`config.mk`:
```
export PLATFORM = sky130hd
export DESIGN_NAME = sasa_block_engine
export DESIGN_NICKNAME = d
export VERILOG_FILES = /design/src/rtl/sasa_pkg.sv /design/src/rtl/sasa_round.sv /design/src/rtl/sasa_block_engine.sv
export SDC_FILE = /design/constraint.sdc
export NUM_CORES = 1
export LEC_CHECK = 0
export ABC_AREA = 1
export BUFFER_PORTS_ARGS = -buffer_cell sky130_fd_sc_hd__buf_2
export CORE_MARGIN = 2
export CORE_UTILIZATION = 49
export DETAILED_ROUTE_END_ITERATION = 8
export GPL_TIMING_DRIVEN = 0
export PLACE_DENSITY = 0.67
export SLEW_MARGIN = 40
export SYNTH_ARGS = -nofsm -noshare
export SYNTH_HDL_FRONTEND = slang
export SYNTH_SLANG_ARGS = --single-unit
```
`constraint.sdc`:
```
create_clock -name clk -period 4.52 [get_ports clk]
set_clock_uncertainty 0.2 [all_clocks]
set_input_delay 0.678 -clock clk [delete_from_list [all_inputs] [get_ports clk]]
set_output_delay 0.678 -clock clk [all_outputs]
set_load 0.005 [all_outputs]
```
`src/rtl/sasa_pkg.sv`:
```
// sasa_pkg: shared states, default parameters and sizing helper for the SASA block engine
package sasa_pkg;
    typedef enum logic [2:0] {IDLE, LOAD, FMAX, MWAIT, SUB, NORM, WB, DONE} sasa_state_e;
    localparam int SASA_DATA_W   = 32;
    localparam int SASA_BLK      = 4;
    localparam int SASA_MAX_NBLK = 8;
    localparam int SASA_ADDR_W   = 6;
    localparam int SASA_FRAC     = 4;
    localparam int SASA_PRUNE_TH = -100;
    function automatic int tile_idx_w(input int blk);
        return blk * blk > 1 ? $clog2(blk * blk) : 1;
    endfunction
endpackage

```
`src/rtl/sasa_round.sv`:
```
// sasa_round: registered round-half-up and prune stage for CAM1 results
module sasa_round #(
    parameter int DATA_W   = 32,
    parameter int FRAC     = 4,
    parameter int PRUNE_TH = -100
) (
    input  logic              clk,
    input  logic              reset,
    input  logic              x_valid,
    input  logic [DATA_W-1:0] x,
    output logic              y_valid,
    output logic [DATA_W-1:0] y,
    output logic              pruned
);
    localparam logic [DATA_W:0] HALF = FRAC > 0 ? (DATA_W+1)'(1) << (FRAC > 0 ? FRAC - 1 : 0) : '0;
    logic [DATA_W:0] sum;
    logic below;
    assign below = $signed(x) < PRUNE_TH;
    assign sum = {x[DATA_W-1], x} + HALF;
    always_ff @(posedge clk or posedge reset) begin
        if (reset) begin
            y_valid <= 1'b0;
            y       <= '0;
            pruned  <= 1'b0;
        end else begin
            y_valid <= x_valid;
            y       <= x_valid && !below ? DATA_W'($signed(sum) >>> FRAC) : '0;
            pruned  <= x_valid && below;
        end
    end
endmodule

```
`src/rtl/sasa_block_engine.sv`:
```
// sasa_block_engine: fetches diagonal score tiles and sequences CAM1 find-max, subtract and rounding per block
module sasa_block_engine
    import sasa_pkg::*;
#(
    parameter int DATA_W   = SASA_DATA_W,
    parameter int BLK      = SASA_BLK,
    parameter int MAX_NBLK = SASA_MAX_NBLK,
    parameter int ADDR_W   = SASA_ADDR_W,
    parameter int FRAC     = SASA_FRAC,
    parameter int PRUNE_TH = SASA_PRUNE_TH
) (
    input  logic                           clk,
    input  logic                           reset,
    input  logic                           start,
    input  logic [$clog2(MAX_NBLK+1)-1:0]  cfg_nblk,
    output logic                           mem_req,
    output logic [ADDR_W-1:0]              mem_addr_x,
    output logic [ADDR_W-1:0]              mem_addr_y,
    input  logic                           mem_valid,
    input  logic [DATA_W-1:0]              mem_data,
    output logic                           cam_wr_valid,
    output logic [DATA_W-1:0]              cam_wr_data,
    input  logic                           cam_match_valid,
    input  logic [BLK*BLK-1:0]             cam_match,
    output logic                           sub_valid,
    output logic [BLK*BLK-1:0]             sub_match,
    input  logic                           cam1_valid,
    input  logic [DATA_W-1:0]              cam1_out,
    output logic                           round_valid,
    output logic [DATA_W-1:0]              round_data,
    output logic                           round_pruned,
    input  logic                           cam2_done,
    output logic                           busy,
    output logic                           finish,
    output logic                           err_nomatch
);
    localparam int N  = BLK * BLK;
    localparam int IW = tile_idx_w(BLK);
    localparam int NW = $clog2(MAX_NBLK + 1);
    sasa_state_e state, state_nx;
    logic [NW-1:0] nblk, cnt;
    logic [ADDR_W-1:0] pivot;
    logic [IW-1:0] k;
    logic [DATA_W-1:0] tile [N];
    logic last_k, idle_start, step_k, norm_acc;
    assign last_k     = k == IW'(N - 1);
    assign idle_start = (state == IDLE || state == DONE) && start;
    assign norm_acc   = state == NORM && cam1_valid;
    assign step_k     = (state == LOAD && mem_valid) || state == FMAX || norm_acc;
    always_ff @(posedge clk or posedge reset) begin
        if (reset) state <= IDLE;
        else state <= state_nx;
    end
    always_comb begin
        state_nx     = state;
        mem_req      = state == LOAD;
        mem_addr_x   = pivot + ADDR_W'(k % BLK);
        mem_addr_y   = pivot + ADDR_W'(k / BLK);
        cam_wr_valid = state == FMAX;
        cam_wr_data  = state == FMAX ? tile[k] : '0;
        sub_valid    = state == SUB;
        busy         = state != IDLE && state != DONE;
        finish       = state == DONE;
        case (state)
            IDLE, DONE: if (start) state_nx = cfg_nblk == '0 ? DONE : LOAD;
            LOAD:       if (mem_valid && last_k) state_nx = FMAX;
            FMAX:       if (last_k) state_nx = MWAIT;
            MWAIT:      if (cam_match_valid) state_nx = SUB;
            SUB:        state_nx = NORM;
            NORM:       if (cam1_valid && last_k) state_nx = WB;
            WB:         if (cam2_done) state_nx = cnt + 1'b1 == nblk ? DONE : LOAD;
            default:    state_nx = IDLE;
        endcase
    end
    always_ff @(posedge clk or posedge reset) begin
        if (reset) begin
            nblk        <= '0;
            cnt         <= '0;
            pivot       <= '0;
            k           <= '0;
            sub_match   <= '0;
            err_nomatch <= 1'b0;
        end else begin
            if (idle_start) begin
                nblk        <= cfg_nblk;
                cnt         <= '0;
                pivot       <= '0;
                k           <= '0;
                err_nomatch <= 1'b0;
            end
            if (step_k) k <= last_k ? '0 : k + 1'b1;
            // an empty max vector still needs one subtract lane, so fall back to lane 0
            if (state == MWAIT && cam_match_valid) begin
                sub_match <= cam_match == '0 ? N'(1) : cam_match;
                if (cam_match == '0) err_nomatch <= 1'b1;
            end
            if (state == WB && cam2_done) begin
                cnt   <= cnt + 1'b1;
                pivot <= pivot + ADDR_W'(BLK);
            end
        end
    end
    always_ff @(posedge clk) begin
        if (state == LOAD && mem_valid) tile[k] <= mem_data;
    end
    sasa_round #(.DATA_W(DATA_W), .FRAC(FRAC), .PRUNE_TH(PRUNE_TH)) u_round (
        .clk     (clk),
        .reset   (reset),
        .x_valid (norm_acc),
        .x       (cam1_out),
        .y_valid (round_valid),
        .y       (round_data),
        .pruned  (round_pruned)
    );
endmodule

```
# Word-level counts from Yosys, hierarchy flattened
# Memories as Yosys holds them, arrays and structs flattened.
# Cells that the tools add are included.
# totals
mem_count	1
wordCells	79
output_inout_bits	100
in_bits	91
ff_bits	72
ramBits	512
# mem_list
name	words	word_bits	read_ports	rd_clocked_by_memory_dff	write_ports	line	text
tile	16	32	1	0	1	sasa_block_engine.sv:44	logic [DATA_W-1:0] tile [N];
# op_classes
mux	23
add_sub_neg	6
n_lt_le_gt_ge	1
n_eq_ne	16
reduce_logical	22
# ops
op	n
two-way mux 32 bit	2
adder 32 x 5 -> 33 bit (second input constant)	1
less-than comparator 32 x 8 -> 1 bit (second input constant)	1
two-way mux 3 bit	8
case mux 3 bit (7 select lines)	1
logical NOT 16 bit	1
two-way mux 16 bit	1
two-way mux 4 bit	4
adder 6 x 2 -> 6 bit	2
== test 3 bit (second input constant)	4
two-way mux 6 bit	2
logical AND 1 bit	10
adder 4 x 1 -> 4 bit (second input constant)	2
adder 6 x 3 -> 6 bit (second input constant)	1
== test 3 x 2 -> 1 bit (second input constant)	2
!= test 2 x 1 -> 1 bit (second input constant)	3
!= test 2 bit (second input constant)	3
AND reduction 6 bit	1
two-way mux 1 bit	5
== test 4 bit	1
== test 4 bit (second input constant)	1
logical NOT 4 bit	1
nonzero test 2 bit	2
== test 3 x 1 -> 1 bit (second input constant)	1
other kinds (6)	8

# Logic depth before layout (Yosys ltp)
# logic_depth
depth_word	6
mapped_depth	11
mapped_depth_nobuf	10

# By module
# From an unflattened synthesis, not the netlist that was laid out.
# hier_totals
cells_unflattened	2194
area_unflattened_um2	24144.4
# by_module_without_submodules
mod	area_per_inst_um2	seq_area_each_um2	cells_per_inst	instances
sasa_block_engine	22251.3	16275.6	1921	1
sasa_round	1893.1	775.7	273	1

# Worst setup path before layout
# No wires, ideal clock.
# synth_timing
path_kind	register -> register
from	reg k[2]
to	mem tile[3][0] (enable)
required_time_ns	3.859
setup_slack_ns	0.506
setup_ns	0.461
path_buffers	1
arrival_ns	3.353
path_stages_with_launch	5
synth_period_minus_slack_ns	4.014
path_cell_list	dfrtp_1 > nor2_1 > clkbuf_1 > inv_1 > nor3_1
# synth_rtl
element	line	text
from (decl)	sasa_block_engine.sv:43	logic [IW-1:0] k;
from (signal assigned)	sasa_block_engine.sv:91	if (step_k) k <= last_k ? '0 : k + 1'b1;
to (decl)	sasa_block_engine.sv:44	
# No word-level cell before the write port.

# Final worst setup path
# layout_timing
from	reg k[1]
to	out cam_wr_data[29]
# layout_via
elab_chain_len	2
# layout_lines
element	line	text
memory read (16 x 32 bit)	n/a	
two-way mux 32 bit	sasa_block_engine.sv:60	cam_wr_data = state == FMAX ? tile[k] : '0;
to (decl)	sasa_block_engine.sv:22	output logic [DATA_W-1:0] cam_wr_data,
# Every way passes these cells.

==> run metrics <==
Adder-Cell Fraction of Synth Area less than 1%; worst setup margin roughly 140 ps; num rows 80; DRT Pass-1 Iters 5; # DRC 0; Worst R2R End tile[3][7]; critical path capture point type output port; area of the multi-input gates roughly 5700 um2; total wire length about 71000 um; synthesized net count about 2100; nets approximately 2400; Layout Area Growth over Synthesis 19.4%; Worst setup SP type flip-flop; total number of vias approximately 17000; Die ar. 49800 um2; EDFF count, synth 512; R2R setup slack 660 ps; io pins 191; Detail Placement HPWL 48000 um; placed cell area 26200 um2; max-cap violation count 0; Root Buffer clkbuf_16; first-pass GRT wire length ~100000 um; mux contribution to synthesized area less than 1%; IO Port Bufs 188; fin crit period about 4400 ps; fill count about 3700; Slew Limit Fails 0; # setup viols final 0; share of cells above drive strength 1 around 18%; worst r2r src k[2]; final antenna-violating net count 0; TritonCTS clock tree built; Syn Inst Count between 1500 and 2000; cell with the most instances after synthesis edfxtp_1; FFs w/ async S/R, synth 11.6%; Starting DRT DRC Count 2681; routed len/inst about 24 um; peak supply drop ~0.00029 V; slowest CP cell dfrtp_1; Worst-path clk slew approximately 60 ps; Overflow after GRT 0; CTS sink count between 500 and 600; Final Cell Area ~28000 um2; Hold Path End sub_match[1]; Post-synth top flop edfxtp_1; # hold bufs at CTS 1; post-synth top area cell edfxtp_1; initial antenna violation count 1; CP Data Required Time between 3000 and 4000 ps; vias in the first global route approximately 17000; register area share after synthesis between 70% and 80%; CP arrival around 3500 ps; fin util 59.1%; Synth Area in XOR/XNOR less than 1%; Crit Path Category reg2out; Worst-Skew Late Latency 630 ps; Power Density around 560 nW/um2; postcts setup bufs 0; Slew HR 37.9%; Compound-Gate Fraction of Synth Area 10.9%; CP Cell Sequence buf_4 > clkbuf_1 > o21ai_0 > o22ai_1 > nand2_1 > nand2_1 > inv_1 > a31oi_1 > buf_2; routability cong. approximately 0.89; synth cell count leaders edfxtp_1 (512), nor2_1 (358), o21ai_0 (272); Synth Cell Area approximately 24000 um2; Post-Place Worst Slack just under 900 ps; Die Span X roughly 220 um; YS warnings 0; final std cells w/o fill around 2900; Crit path largest cell delay around 630 ps; FF+latch count, synth 579; area share of the leading cell type in the synthesized netlist roughly two thirds; buffer and inverter count on the worst path 4; RSZ-0062 raised after global routing no; CTS max path bufs 3; CP max FO 10; Achievable Freq 229 MHz; Total GRT Usage 28.3%; Pleak roughly 0.010 uW; most used cell, CP nand2_1; Tcrit/Tclk final between 90% and 100%; worst hold slack 76.8 ps; simple-gate area share of the yosys netlist 11.5%; Slew @ Worst Pin slightly above 900 ps; largest family of logic cells by synthesized area simple AND/OR/NAND/NOR gates; synth unique cells 40; Initial Util 49.5%; Avg Inst Size Synth 12.0 um2; HP Start cam_match[1]; CTS Buf Count around 60; Die Y-Extent ~220 um; synth top area cells edfxtp_1 (65%), dfrtp_1 (7.1%), o21ai_0 (5.8%), nor2_1 (5.7%), nand2_1 (4.0%); Top Family by Delay on Critical Path buffers and inverters; CP startpoint k[1]; Hold Path Class in2reg; Cells after DPL ~2800; hold depth 2; H-tree depth 2; status complete, no violations; Vias/cell just under 6; Hold Vio Cnt, Final 0; core box area approximately 48000 um2; post-CTS sizing 0; register area ~17000 um2; largest net degree at the start of global routing 37; FF-to-FF path depth 8
==> per-layer routing <==
| metal | routed length (um) | GRT usage (%) | part of all wire [%] | vias up |
|---|---|---|---|---|
| met1 | 27800 | 39.2 | 39 | 8458 |
| met2 | 32300 | 44.2 | 46 | 1149 |
| met3 | 8110 | 6.18 | 11 | 163 |
| met4 | 2320 | 10.4 | 3.3 | 0 |
| met5 | 0 | 0 | 0 | - |
| li1 | - | - | - | 7586 |
==> through the flow <==
stage	total power, uW	TNS, ps
5_1_grt	16400	0
3_5_place_dp	10900	0
4_1_cts	15700	0
6_report	15700	0
3_3_place_gp	10700	-679960
2_1_floorplan	9010	0
==> cell type report <==
class / instances / share of cell area [%]
plain buffers: 116 / 2.06
flip-flops and latches: 579 / 60.7
inverters: 86 / 1.16
clock inverters: 36 / 1.27
diodes: 1 / 0.00891
clock buffers: 71 / 5.42
repair buffers: 239 / 6.42
multi-input cells: 1184 / 20.2
well taps: 615 / 2.74
==> cell usage in the layout (no fill, tap or decap), drive strengths merged, types with 25 or more instances in the layout <==
master / synthesis / routed
o22ai: 102 / 102
clkbuf: 68 / 139
dfrtp: 67 / 67
edfxtp: 512 / 512
nand2: 251 / 251
a21oi: 36 / 36
nor2: 370 / 370
inv: 86 / 88
o21ai: 313 / 313
buf: 48 / 286
nand3: 25 / 25
clkinv: 0 / 26
==> sequential cells by signal, indices dropped and copies added, names as in the netlist <==
register	flops
sub_match	16
tile	512
k	4
pivot	4
state	3
err_nomatch	1
u_round.y_valid	1
cnt	4
u_round.pruned	1
nblk	4
u_round.y	29
==> where the power goes <==
group	total [uW]	switching, uW	internal [uW]
clock network	4790	2050	2740
logic	4740	3360	1380
registers	6210	152	6060
total	15700	5560	10200
==> cell families after synthesis <==
family,after synthesis
AND/OR/NAND/NOR,678
flip-flops,579
AO/OA/AOI/OAI,477
buffers and inverters,202
XOR/XNOR,21
adder cells (fa/ha/maj),7
multiplexers,1
==> how the worst max path moves through the flow <==
stage,to,depth (start not counted),slack (ps)
2_1_floorplan,tile[3][0],4,510
3_3_place_gp,tile[3][13],4,-3270
3_5_place_dp,cam_wr_data[29],8,870
4_1_cts,cam_wr_data[29],8,210
5_1_grt,cam_wr_data[29],8,110
6_report,cam_wr_data[29],9,140
==> worst register-to-register path, cell delays in order (launching register included) <==
cell	delay (ps)
dfrtp_1	450
nor2_1	750
clkbuf_1	460
inv_1	290
nor3_2	570
buf_4	290
buf_4	200
buf_4	190
buf_4	190
(Power assumes the default switching activity.)
